--- src/rtl/irf_pkg.sv ---
// Shared constants and types for the integer register file write-back scheduler.
package irf_pkg;
  localparam int ADDR_W = 5;
  localparam int XLEN   = 32;
  localparam int NREGS  = 1 << ADDR_W;

  typedef logic [ADDR_W-1:0] reg_addr_t;
endpackage

--- src/rtl/irf_wb_sched_if.sv ---
// Write-back request bus between the execute units (master) and the scheduler (slave).
interface irf_wb_sched_if #(
  parameter int N_SRC  = 3,
  parameter int ADDR_W = 5,
  parameter int XLEN   = 32
);
  logic [N_SRC-1:0]        wb_valid;
  logic [N_SRC-1:0]        wb_ready;
  logic [N_SRC*ADDR_W-1:0] wb_addr;
  logic [N_SRC*XLEN-1:0]   wb_data;

  modport master (output wb_valid, output wb_addr, output wb_data, input  wb_ready);
  modport slave  (input  wb_valid, input  wb_addr, input  wb_data, output wb_ready);
endinterface

--- src/rtl/irf_wb_arb.sv ---
// N_SRC-wide write-back arbiter: fixed priority (lowest index wins) by default,
// round-robin with a rotating start pointer when IRF_WB_RR_EN is defined.
module irf_wb_arb #(
  parameter  int N_SRC = 3,
  localparam int IDX_W = (N_SRC > 1) ? $clog2(N_SRC) : 1
) (
`ifdef IRF_WB_RR_EN
  input  logic             clk,
  input  logic             rst_n,
`endif
  input  logic [N_SRC-1:0] i_req,
  output logic [N_SRC-1:0] o_gnt,
  output logic [IDX_W-1:0] o_gnt_idx,
  output logic             o_gnt_any
);

`ifdef IRF_WB_RR_EN
  logic [IDX_W-1:0] r_ptr;

  // NOTE: every always_comb output gets a default first so no path leaves it unassigned (no latch).
  always_comb begin
    int  j;
    logic found;
    o_gnt     = '0;
    o_gnt_idx = '0;
    found     = 1'b0;
    for (int k = 0; k < N_SRC; k++) begin
      j = int'(r_ptr) + k;
      if (j >= N_SRC) j = j - N_SRC;
      if (!found && i_req[j]) begin
        o_gnt[j]  = 1'b1;
        o_gnt_idx = IDX_W'(j);
        found     = 1'b1;
      end
    end
    o_gnt_any = found;
  end

  // NOTE: sequential state uses non-blocking assignments so all flops sample pre-edge values.
  always_ff @(posedge clk or negedge rst_n) begin
    if (!rst_n) begin
      r_ptr <= '0;
    end else if (o_gnt_any) begin
      r_ptr <= (o_gnt_idx == IDX_W'(N_SRC - 1)) ? '0 : o_gnt_idx + 1'b1;
    end
  end
`else
  always_comb begin
    logic found;
    o_gnt     = '0;
    o_gnt_idx = '0;
    found     = 1'b0;
    for (int k = 0; k < N_SRC; k++) begin
      if (!found && i_req[k]) begin
        o_gnt[k]  = 1'b1;
        o_gnt_idx = IDX_W'(k);
        found     = 1'b1;
      end
    end
    o_gnt_any = found;
  end
`endif

endmodule

--- src/rtl/irf_wb_sched.sv ---
// IRF write-back scheduler and RAW/WAW scoreboard. Define IRF_WB_RR_EN for
// round-robin arbitration of the write-back sources (fixed priority otherwise).
module irf_wb_sched
  import irf_pkg::*;
#(
  parameter  int addr_width = ADDR_W,
  parameter  int XLEN       = irf_pkg::XLEN,
  parameter  int N_SRC      = 3,
  localparam int NR         = 1 << addr_width,
  localparam int IDX_W      = (N_SRC > 1) ? $clog2(N_SRC) : 1
) (
  input  logic                  clk,
  input  logic                  rst_n,
  irf_wb_sched_if.slave         wb,
  output logic                  o_rd_we,
  output logic [addr_width-1:0] o_rd_addr,
  output logic [XLEN-1:0]       o_rd_data,
  input  logic                  i_iss_valid,
  input  logic [addr_width-1:0] i_iss_rs1,
  input  logic [addr_width-1:0] i_iss_rs2,
  input  logic [addr_width-1:0] i_iss_rd,
  input  logic                  i_iss_rd_we,
  input  logic                  i_iss_fire,
  output logic                  o_iss_stall,
  output logic [NR-1:0]         o_busy_vec
);

  logic [N_SRC-1:0]      w_gnt;
  logic [IDX_W-1:0]      w_gnt_idx;
  logic                  w_gnt_any;
  logic [addr_width-1:0] w_sel_addr;
  logic [XLEN-1:0]       w_sel_data;

  logic                  r_rd_we;
  logic [addr_width-1:0] r_rd_addr;
  logic [XLEN-1:0]       r_rd_data;
  logic [NR-1:0]         r_busy;
  logic [NR-1:0]         w_set;
  logic [NR-1:0]         w_clr;

  irf_wb_arb #(.N_SRC(N_SRC)) u_arb (
`ifdef IRF_WB_RR_EN
    .clk       (clk),
    .rst_n     (rst_n),
`endif
    .i_req     (wb.wb_valid),
    .o_gnt     (w_gnt),
    .o_gnt_idx (w_gnt_idx),
    .o_gnt_any (w_gnt_any)
  );

  // Grants are suppressed while reset is held so no unit sees a phantom handshake.
  assign wb.wb_ready = w_gnt & {N_SRC{rst_n}};
  assign w_sel_addr  = wb.wb_addr[int'(w_gnt_idx)*addr_width +: addr_width];
  assign w_sel_data  = wb.wb_data[int'(w_gnt_idx)*XLEN +: XLEN];

  always_ff @(posedge clk or negedge rst_n) begin
    if (!rst_n) begin
      r_rd_we   <= 1'b0;
      r_rd_addr <= '0;
      r_rd_data <= '0;
    end else if (w_gnt_any) begin
      r_rd_we   <= (w_sel_addr != '0);
      r_rd_addr <= w_sel_addr;
      r_rd_data <= w_sel_data;
    end else begin
      r_rd_we   <= 1'b0;
    end
  end

  always_comb begin
    w_set = '0;
    w_clr = '0;
    if (i_iss_fire && i_iss_rd_we && (i_iss_rd != '0)) w_set[i_iss_rd] = 1'b1;
    if (r_rd_we) w_clr[r_rd_addr] = 1'b1;
  end

  // NOTE: the scoreboard is plain flops, not a RAM, so it is reset outright; a stale busy bit would deadlock issue.
  // Set is OR-ed in after the clear so a same-cycle re-issue keeps the register busy.
  always_ff @(posedge clk or negedge rst_n) begin
    if (!rst_n) begin
      r_busy <= '0;
    end else begin
      r_busy <= {(r_busy[NR-1:1] & ~w_clr[NR-1:1]) | w_set[NR-1:1], 1'b0};
    end
  end

  // No forwarding: a register being written this cycle still reads busy.
  assign o_iss_stall = i_iss_valid &
                       (r_busy[i_iss_rs1] | r_busy[i_iss_rs2] | (i_iss_rd_we & r_busy[i_iss_rd]));

  assign o_rd_we    = r_rd_we;
  assign o_rd_addr  = r_rd_addr;
  assign o_rd_data  = r_rd_data;
  assign o_busy_vec = r_busy;

  a_no_fire_on_stall: assert property (@(posedge clk) disable iff (!rst_n)
    i_iss_fire |-> !o_iss_stall);

endmodule

--- src/flat_wrapper.sv ---
// flat-port wrapper written by rule: the top's interface ports become plain ports
module irf_wb_sched_flat import irf_pkg::*;
#(
  parameter  int addr_width = ADDR_W,
  parameter  int XLEN       = irf_pkg::XLEN,
  parameter  int N_SRC      = 3,
  localparam int NR         = 1 << addr_width,
  localparam int IDX_W      = (N_SRC > 1) ? $clog2(N_SRC) : 1
)
  (clk, rst_n, o_rd_we, o_rd_addr, o_rd_data, i_iss_valid, i_iss_rs1, i_iss_rs2, i_iss_rd, i_iss_rd_we, i_iss_fire, o_iss_stall, o_busy_vec, wb_wb_valid, wb_wb_addr, wb_wb_data, wb_wb_ready);
  irf_wb_sched_if #(.N_SRC(N_SRC), .ADDR_W((5)), .XLEN(XLEN)) wb_i ();
  input  logic clk;
  input  logic rst_n;
  output logic o_rd_we;
  output logic [addr_width-1:0] o_rd_addr;
  output logic [XLEN-1:0] o_rd_data;
  input  logic i_iss_valid;
  input  logic [addr_width-1:0] i_iss_rs1;
  input  logic [addr_width-1:0] i_iss_rs2;
  input  logic [addr_width-1:0] i_iss_rd;
  input  logic i_iss_rd_we;
  input  logic i_iss_fire;
  output logic o_iss_stall;
  output logic [NR-1:0] o_busy_vec;
  input wire logic [$bits(wb_i.wb_valid)-1:0] wb_wb_valid;
  input wire logic [$bits(wb_i.wb_addr)-1:0] wb_wb_addr;
  input wire logic [$bits(wb_i.wb_data)-1:0] wb_wb_data;
  output wire logic [$bits(wb_i.wb_ready)-1:0] wb_wb_ready;
  assign wb_i.wb_valid = wb_wb_valid;
  assign wb_i.wb_addr = wb_wb_addr;
  assign wb_i.wb_data = wb_wb_data;
  assign wb_wb_ready = wb_i.wb_ready;
  irf_wb_sched #(.addr_width(addr_width), .XLEN(XLEN), .N_SRC(N_SRC)) u_core (.clk(clk), .rst_n(rst_n), .wb(wb_i), .o_rd_we(o_rd_we), .o_rd_addr(o_rd_addr), .o_rd_data(o_rd_data), .i_iss_valid(i_iss_valid), .i_iss_rs1(i_iss_rs1), .i_iss_rs2(i_iss_rs2), .i_iss_rd(i_iss_rd), .i_iss_rd_we(i_iss_rd_we), .i_iss_fire(i_iss_fire), .o_iss_stall(o_iss_stall), .o_busy_vec(o_busy_vec));
endmodule
--- config.mk ---
export PLATFORM = sky130hd
export DESIGN_NAME = irf_wb_sched_flat
export DESIGN_NICKNAME = d
export VERILOG_FILES = /design/src/rtl/irf_pkg.sv /design/src/rtl/irf_wb_sched_if.sv /design/src/rtl/irf_wb_arb.sv /design/src/rtl/irf_wb_sched.sv /design/src/flat_wrapper.sv
export SDC_FILE = /design/constraint.sdc
export NUM_CORES = 1
export LEC_CHECK = 0
export CAP_MARGIN = 20
export CORE_ASPECT_RATIO = 2
export CORE_UTILIZATION = 30
export DETAILED_ROUTE_END_ITERATION = 10
export SYNTH_ARGS = -nofsm -noshare
export SYNTH_HDL_FRONTEND = slang
export SYNTH_SLANG_ARGS = --single-unit
--- constraint.sdc ---
create_clock -name clk -period 2.2 [get_ports clk]
set_input_delay 0.44 -clock clk [delete_from_list [all_inputs] [get_ports clk]]
set_output_delay 0.44 -clock clk [all_outputs]
set_load 0.1 [all_outputs]
# Word level (Yosys, flattened, before mapping)
# Cells that the tools add are included.
# W data, S select, Z words.
# word_totals
wordCells	51
register_bits	69
# classes
shift	2
n_lt_le_gt_ge	6
bitwise	8
muxes	20
n_mul	1
n_reduce_logical	10
# ops
operator	n
$shiftx A96 B8 Y32	1
$mux W32	2
$shiftx A15 B32 Y5	1
$and A31 B31 Y31	1
$not A31 Y31	1
$or A31 B31 Y31	1
$lt A5 B6 Y1 const B	4
$bmux W1 S5	3
$mux W1	12
$demux W1 S5	2
$ge A5 B1 Y1 const B	2
$reduce_bool A5 Y1	2
$logic_and A1 B1 Y1	6
$mul A2 B3 Y5 const B	1
$and A3 B3 Y3	1
$and A1 B1 Y1	2
$logic_not A1 Y1	2
$mux W2	1
$or A1 B1 Y1	2

# Longest topological paths before layout
# Gate-level depths: netlist of the first run.
# depth
ltp_word	11
mapped_depth	8
depth_no_buf	6

# Cells and area by module
# Synthesis of the first run repeated with hierarchy kept, for this count alone.
# unflattened
hier_cells	459
area_unflattened_um2	4304.1
# modules_own_cells
mod	instances	cells_each	seq_area_each_um2	area_per_inst_um2
irf_wb_sched	1	453	1726.7	4259.1
irf_wb_arb	1	6	0.0	45.0

# Worst setup path before layout of the first run
# No wires, ideal clock.
# synth_path
kind	register -> output
from	register u_core.r_busy[5], in the netlist u_core.o_busy_vec[5]
to	output port o_iss_stall
slack_ps	-1484
n_path_buf	0
stages_incl_launch_ff	6
t_arrival_ps	3244
required_time_ps	1760
path_cell_list	dfrtp_1 mux4_2 nand2_1 o211ai_1 nand4_1 a31oi_1
# synth_between
elab_chain_len	5
word_cells_on_any_way	10
# synth_rtl
item	line_no	text
start: declaration	irf_wb_sched.sv:37	logic [NR-1:0] r_busy;
start signal: assignment	irf_wb_sched.sv:84	r_busy <= {(r_busy[NR-1:1] & ~w_clr[NR-1:1]) | w_set[NR-1:1], 1'b0};
$bmux W1 S5	irf_wb_sched.sv:90	(r_busy[i_iss_rs1] | r_busy[i_iss_rs2] | (i_iss_rd_we & r_busy[i_iss_rd]));
$mux W1 (implied by the code)	irf_wb_sched.sv:90	
$or A1 B1 Y1 / $and A1 B1 Y1 (equally long branches)	irf_wb_sched.sv:90	
$or A1 B1 Y1 *	irf_wb_sched.sv:90	
$and A1 B1 Y1 *	irf_wb_sched.sv:89	assign o_iss_stall = i_iss_valid &
end: declaration	flat_wrapper.sv:23	output logic o_iss_stall;
# Mark *: on every way between the ends. The rest lies on a longest branch, timed or not. The select of a mux whose other input is x is not followed.

# Worst setup path after layout of the first run
# layout_path
from	input port i_iss_rd[4]
to	output port o_iss_stall
# layout_between
elab_chain_len	5
# layout_rtl
item	line_no	text
start: declaration	flat_wrapper.sv:20	input logic [addr_width-1:0] i_iss_rd;
$bmux W1 S5	irf_wb_sched.sv:90	
$mux W1 (implied by the code)	irf_wb_sched.sv:90	
$and A1 B1 Y1	irf_wb_sched.sv:90	
$or A1 B1 Y1	irf_wb_sched.sv:90	
$and A1 B1 Y1	irf_wb_sched.sv:89	
# Every way passes these cells. The select of a mux whose other input is x is not followed.

==> flow_metrics.env, run 1 <==
export IMPL_cp_max_fo=5
export IMPL_hp_class="in -> async"
export IMPL_vdd_drop_max_v=0.000434
export IMPL_chipWidth_um=86.1
export IMPL_critPathArrivalTime_ns=2.11
export IMPL_fin_skew_ns=0.00716
export IMPL_slowest_delay_ns=0.44
export IMPL_cp_num_cells=8
export IMPL_drcViolationCount=0
export IMPL_worst_endpoint_required_ns=1.76
export IMPL_num_vias=4783
export IMPL_synth_flop_cell="dfrtp_1"
export IMPL_fmax_ghz=0.392
export IMPL_final_antenna_net_count=0
export IMPL_final_min_clock_period_ns=2.55
export IMPL_p_leak_nw=2.89
export IMPL_power_mw=8.35
export IMPL_synth_cells=474
export IMPL_wl_met2_um=9560
export IMPL_core_um2=13900
export IMPL_fill_cells=1344
export IMPL_reg2reg_to="u_core.o_busy_vec[5]$_DFF_PN0_"
export IMPL_maxSlewHeadroom_pct=62.6
export IMPL_violations="negative setup slack"
export IMPL_synthArstFlopShare_pct=100
export IMPL_fin_ws_ns=-0.351
export IMPL_grtUsageTotal_pct=24.7
export IMPL_cts_sinks=69
export IMPL_overflow=0
export IMPL_ys_seq_area_share_pct=40.7
export IMPL_drt_vias_per_instance=5.30
export IMPL_place_hpwl_um=13900
export IMPL_crit_family="simple AND/OR/NAND/NOR gates"
export IMPL_wl_met3_um=1340
export IMPL_fin_nets=842
export IMPL_synth_nets=608
export IMPL_drt_wl_total_um=17500
export IMPL_cp_end_kind="output port"
export IMPL_worstSetupPathType="in -> out"
export IMPL_rr_worst_depth=3
export IMPL_synth_seq_cells=69
export IMPL_cts_root_buffer="clkbuf_16"
export IMPL_die_h_um=170
export IMPL_finalHoldViolations=0
export IMPL_stdcell_area_um2=7140
export IMPL_p_per_area_nw_per_um2=1170
export IMPL_dieArea_um2=14700
export IMPL_wl_per_cell_um=19.4
export IMPL_status="finished, violations left"
export IMPL_crit_end="o_iss_stall"
export IMPL_seq_area_um2=1790
export IMPL_clockBufferDepth=2
export IMPL_antenna_found_initial=0
export IMPL_drt_iter0_drc=211
export IMPL_drtPass1Iterations=5
export IMPL_cp_num_buf_inv=2
export IMPL_r2r_start="u_core.o_rd_addr[3]$_DFFE_PN0P_"
export IMPL_path_clk_slew_ns=0.05
export IMPL_fin_crit_sh_pct=116
export IMPL_yosys_warnings=0
export IMPL_grt_setup_unrepaired="true"
export IMPL_routed_top_layer="met4"
export IMPL_finish_utilization_pct=51.4
export IMPL_met1Wirelength_um=5740
export IMPL_grt_max_degree=62
export IMPL_max_slew_worst_pin_slew_ns=0.562
export IMPL_cts_buffers_inserted=9
export IMPL_ios=208
export IMPL_ctsHoldBuffers=0
export IMPL_cp_slowest_cell="or3b_4"
export IMPL_finalSetupTns_ns=-0.351
export IMPL_report_final_slew_viol_count=0
export IMPL_synth_edf_count=0
export IMPL_path_cells="dlygate4sd2_1 > or3b_4 > nor2_2 > nor4_4 > a31oi_2 > o21ai_2 > a31oi_4 > buf_12"
export IMPL_grt_pass1_wl_um=27200
export IMPL_clk_latency_ns=0.32
export IMPL_io_buffers=206
export IMPL_yosysUniqueCellTypes=47
export IMPL_cap_viol_max_count=0
export IMPL_cts_tree="yes"
export IMPL_gp_congestion=0.991
export IMPL_setup_viol=1
export IMPL_final_common_cell="clkdlybuf4s50_1"
export IMPL_start_util_pct=30.6
export IMPL_cp_startpoint="i_iss_rd[4]"
export IMPL_ff2ff_setup_slack_ns=0.65
export IMPL_rows=61
export IMPL_placed_area_um2=6700
export IMPL_drive_gt1_share_pct=31.6
export IMPL_antenna_cells=0
export IMPL_syn_avg_cell_area_um2=8.96
export IMPL_multiInputGateArea_um2=2400
export IMPL_areaGrowthSynthToFinish_pct=68.1
export IMPL_grt_pass1_vias=5113
export IMPL_synthesis_area_um2=4250
export IMPL_mostFrequentLayoutCells="clkdlybuf4s50_1 (119), buf_4 (115), o21ai_0 (97)"
export IMPL_h_tree_depth=3
export IMPL_start_kind="input pin"
-- per-layer routing --
layer	GRT usage, %	up-vias
li1	-	2222
met1	24.5	2244
met5	0	-
met3	6.40	56
met4	13.8	0
met2	45.7	261
-- where the power goes --
group | total [mW] | switching (mW) | internal, mW
clock network | 1.56 | 0.539 | 1.03
registers | 2.18 | 0.501 | 1.68
logic | 4.60 | 3.29 | 1.32
total | 8.35 | 4.33 | 4.02
-- cell families after synthesis --
family	share of synthesized area [%]
multiplexers	12.7
flip-flops	40.7
other	0.0883
AO/OA/AOI/OAI	25.6
AND/OR/NAND/NOR	15.6
buffers and inverters	5.36
-- sequential cells by signal, summed over array words and instances, names as in the netlist --
signal	count
u_core.o_rd_data	32
u_core.o_busy_vec	31
u_core.o_rd_addr	5
u_core.o_rd_we	1
-- synth_stat cells, types with 2 or more instances --
master	number	area, um^2
a21oi_1	40	200
nor2b_1	2	12.5
buf_6	4	45.0
nand2_1	53	199
buf_2	8	40.0
o31ai_1	2	15.0
clkbuf_8	3	41.3
nand4_1	4	25.0
a31oi_1	2	12.5
o211ai_1	2	15.0
inv_1	3	11.3
mux2_2	4	45.0
or3b_2	2	17.5
clkbuf_1	17	63.8
mux2i_1	9	90.1
nor3_1	4	20.0
nor2_1	47	176
a22oi_1	38	285
nor3b_1	3	22.5
nand2b_1	2	12.5
nand3_1	6	30.0
buf_1	5	18.8
mux4_2	18	405
dfrtp_1	69	1730
nand3b_1	8	60.1
and3b_1	2	17.5
o21ai_0	97	485
-- stage by stage --
| stage | hold WS [ns] | cells | worst slack, ns |
|---|---|---|---|
| 2_1_floorplan | 0.144 | 474 | -0.253 |
| 3_3_place_gp | 0.491 | 883 | -0.705 |
| 3_5_place_dp | 0.495 | 883 | -0.711 |
| 4_1_cts | 0.277 | 901 | -0.345 |
| 5_1_grt | 0.273 | 902 | -0.392 |
| 6_report | 0.261 | 902 | -0.351 |
-- worst reg2reg max path: cells and delay by family (launching register included) --
kind | cells | cell delay [ns]
and+or+nand+nor | 1 | 0.61
DFF | 1 | 0.55
AOI/OAI and AO/OA | 2 | 0.26
-- area by class of cell --
cell class	count	share of cell area, %
flip-flops and latches	69	25.0
well taps	189	3.31
inverters	3	0.158
repair buffers	261	33.4
clock inverters	5	1.17
multi-input cells	364	33.6
clock buffers	11	3.40
-- how the worst min path moves through the flow --
stage	to	slack, ns
floorplan	u_core.o_busy_vec[11]$_DFF_PN0_	0.14
detailed placement	u_core.o_rd_data[9]$_DFFE_PN0P_	0.50
global route	u_core.o_rd_data[10]$_DFFE_PN0P_	0.27
finish	u_core.o_rd_data[16]$_DFFE_PN0P_	0.26
CTS	u_core.o_rd_data[10]$_DFFE_PN0P_	0.28
global placement	u_core.o_rd_data[9]$_DFFE_PN0P_	0.49
-- repair_timing --
item / CTS / global route
endpoints found under the setup margin: 1 / 1
setup buffers: 2 / 1
pin swaps: 9 / 4
endpoints found under the hold margin: 0 / 0
resized for setup: 30 / 8
No activity file was read; power rests on OpenSTA's default activity.
==> run 2: changes to the inputs <==
--- a/config.mk
+++ b/config.mk
@@ -9,6 +9,7 @@
 export CORE_ASPECT_RATIO = 2
 export CORE_UTILIZATION = 30
 export DETAILED_ROUTE_END_ITERATION = 10
+export SETUP_SLACK_MARGIN = 0.02
 export SYNTH_ARGS = -nofsm -noshare
 export SYNTH_HDL_FRONTEND = slang
 export SYNTH_SLANG_ARGS = --single-unit
==> results of run 2 <==
Final layout, timing and power as in run 1 (identical DEF).
==> run 3: changes to the inputs <==
--- a/config.mk
+++ b/config.mk
@@ -9,7 +9,6 @@
 export CORE_ASPECT_RATIO = 2
 export CORE_UTILIZATION = 30
 export DETAILED_ROUTE_END_ITERATION = 10
-export SETUP_SLACK_MARGIN = 0.02
 export SYNTH_ARGS = -nofsm -noshare
 export SYNTH_HDL_FRONTEND = slang
 export SYNTH_SLANG_ARGS = --single-unit
==> results of run 3 <==
Final layout, timing and power as in run 1 (identical DEF).
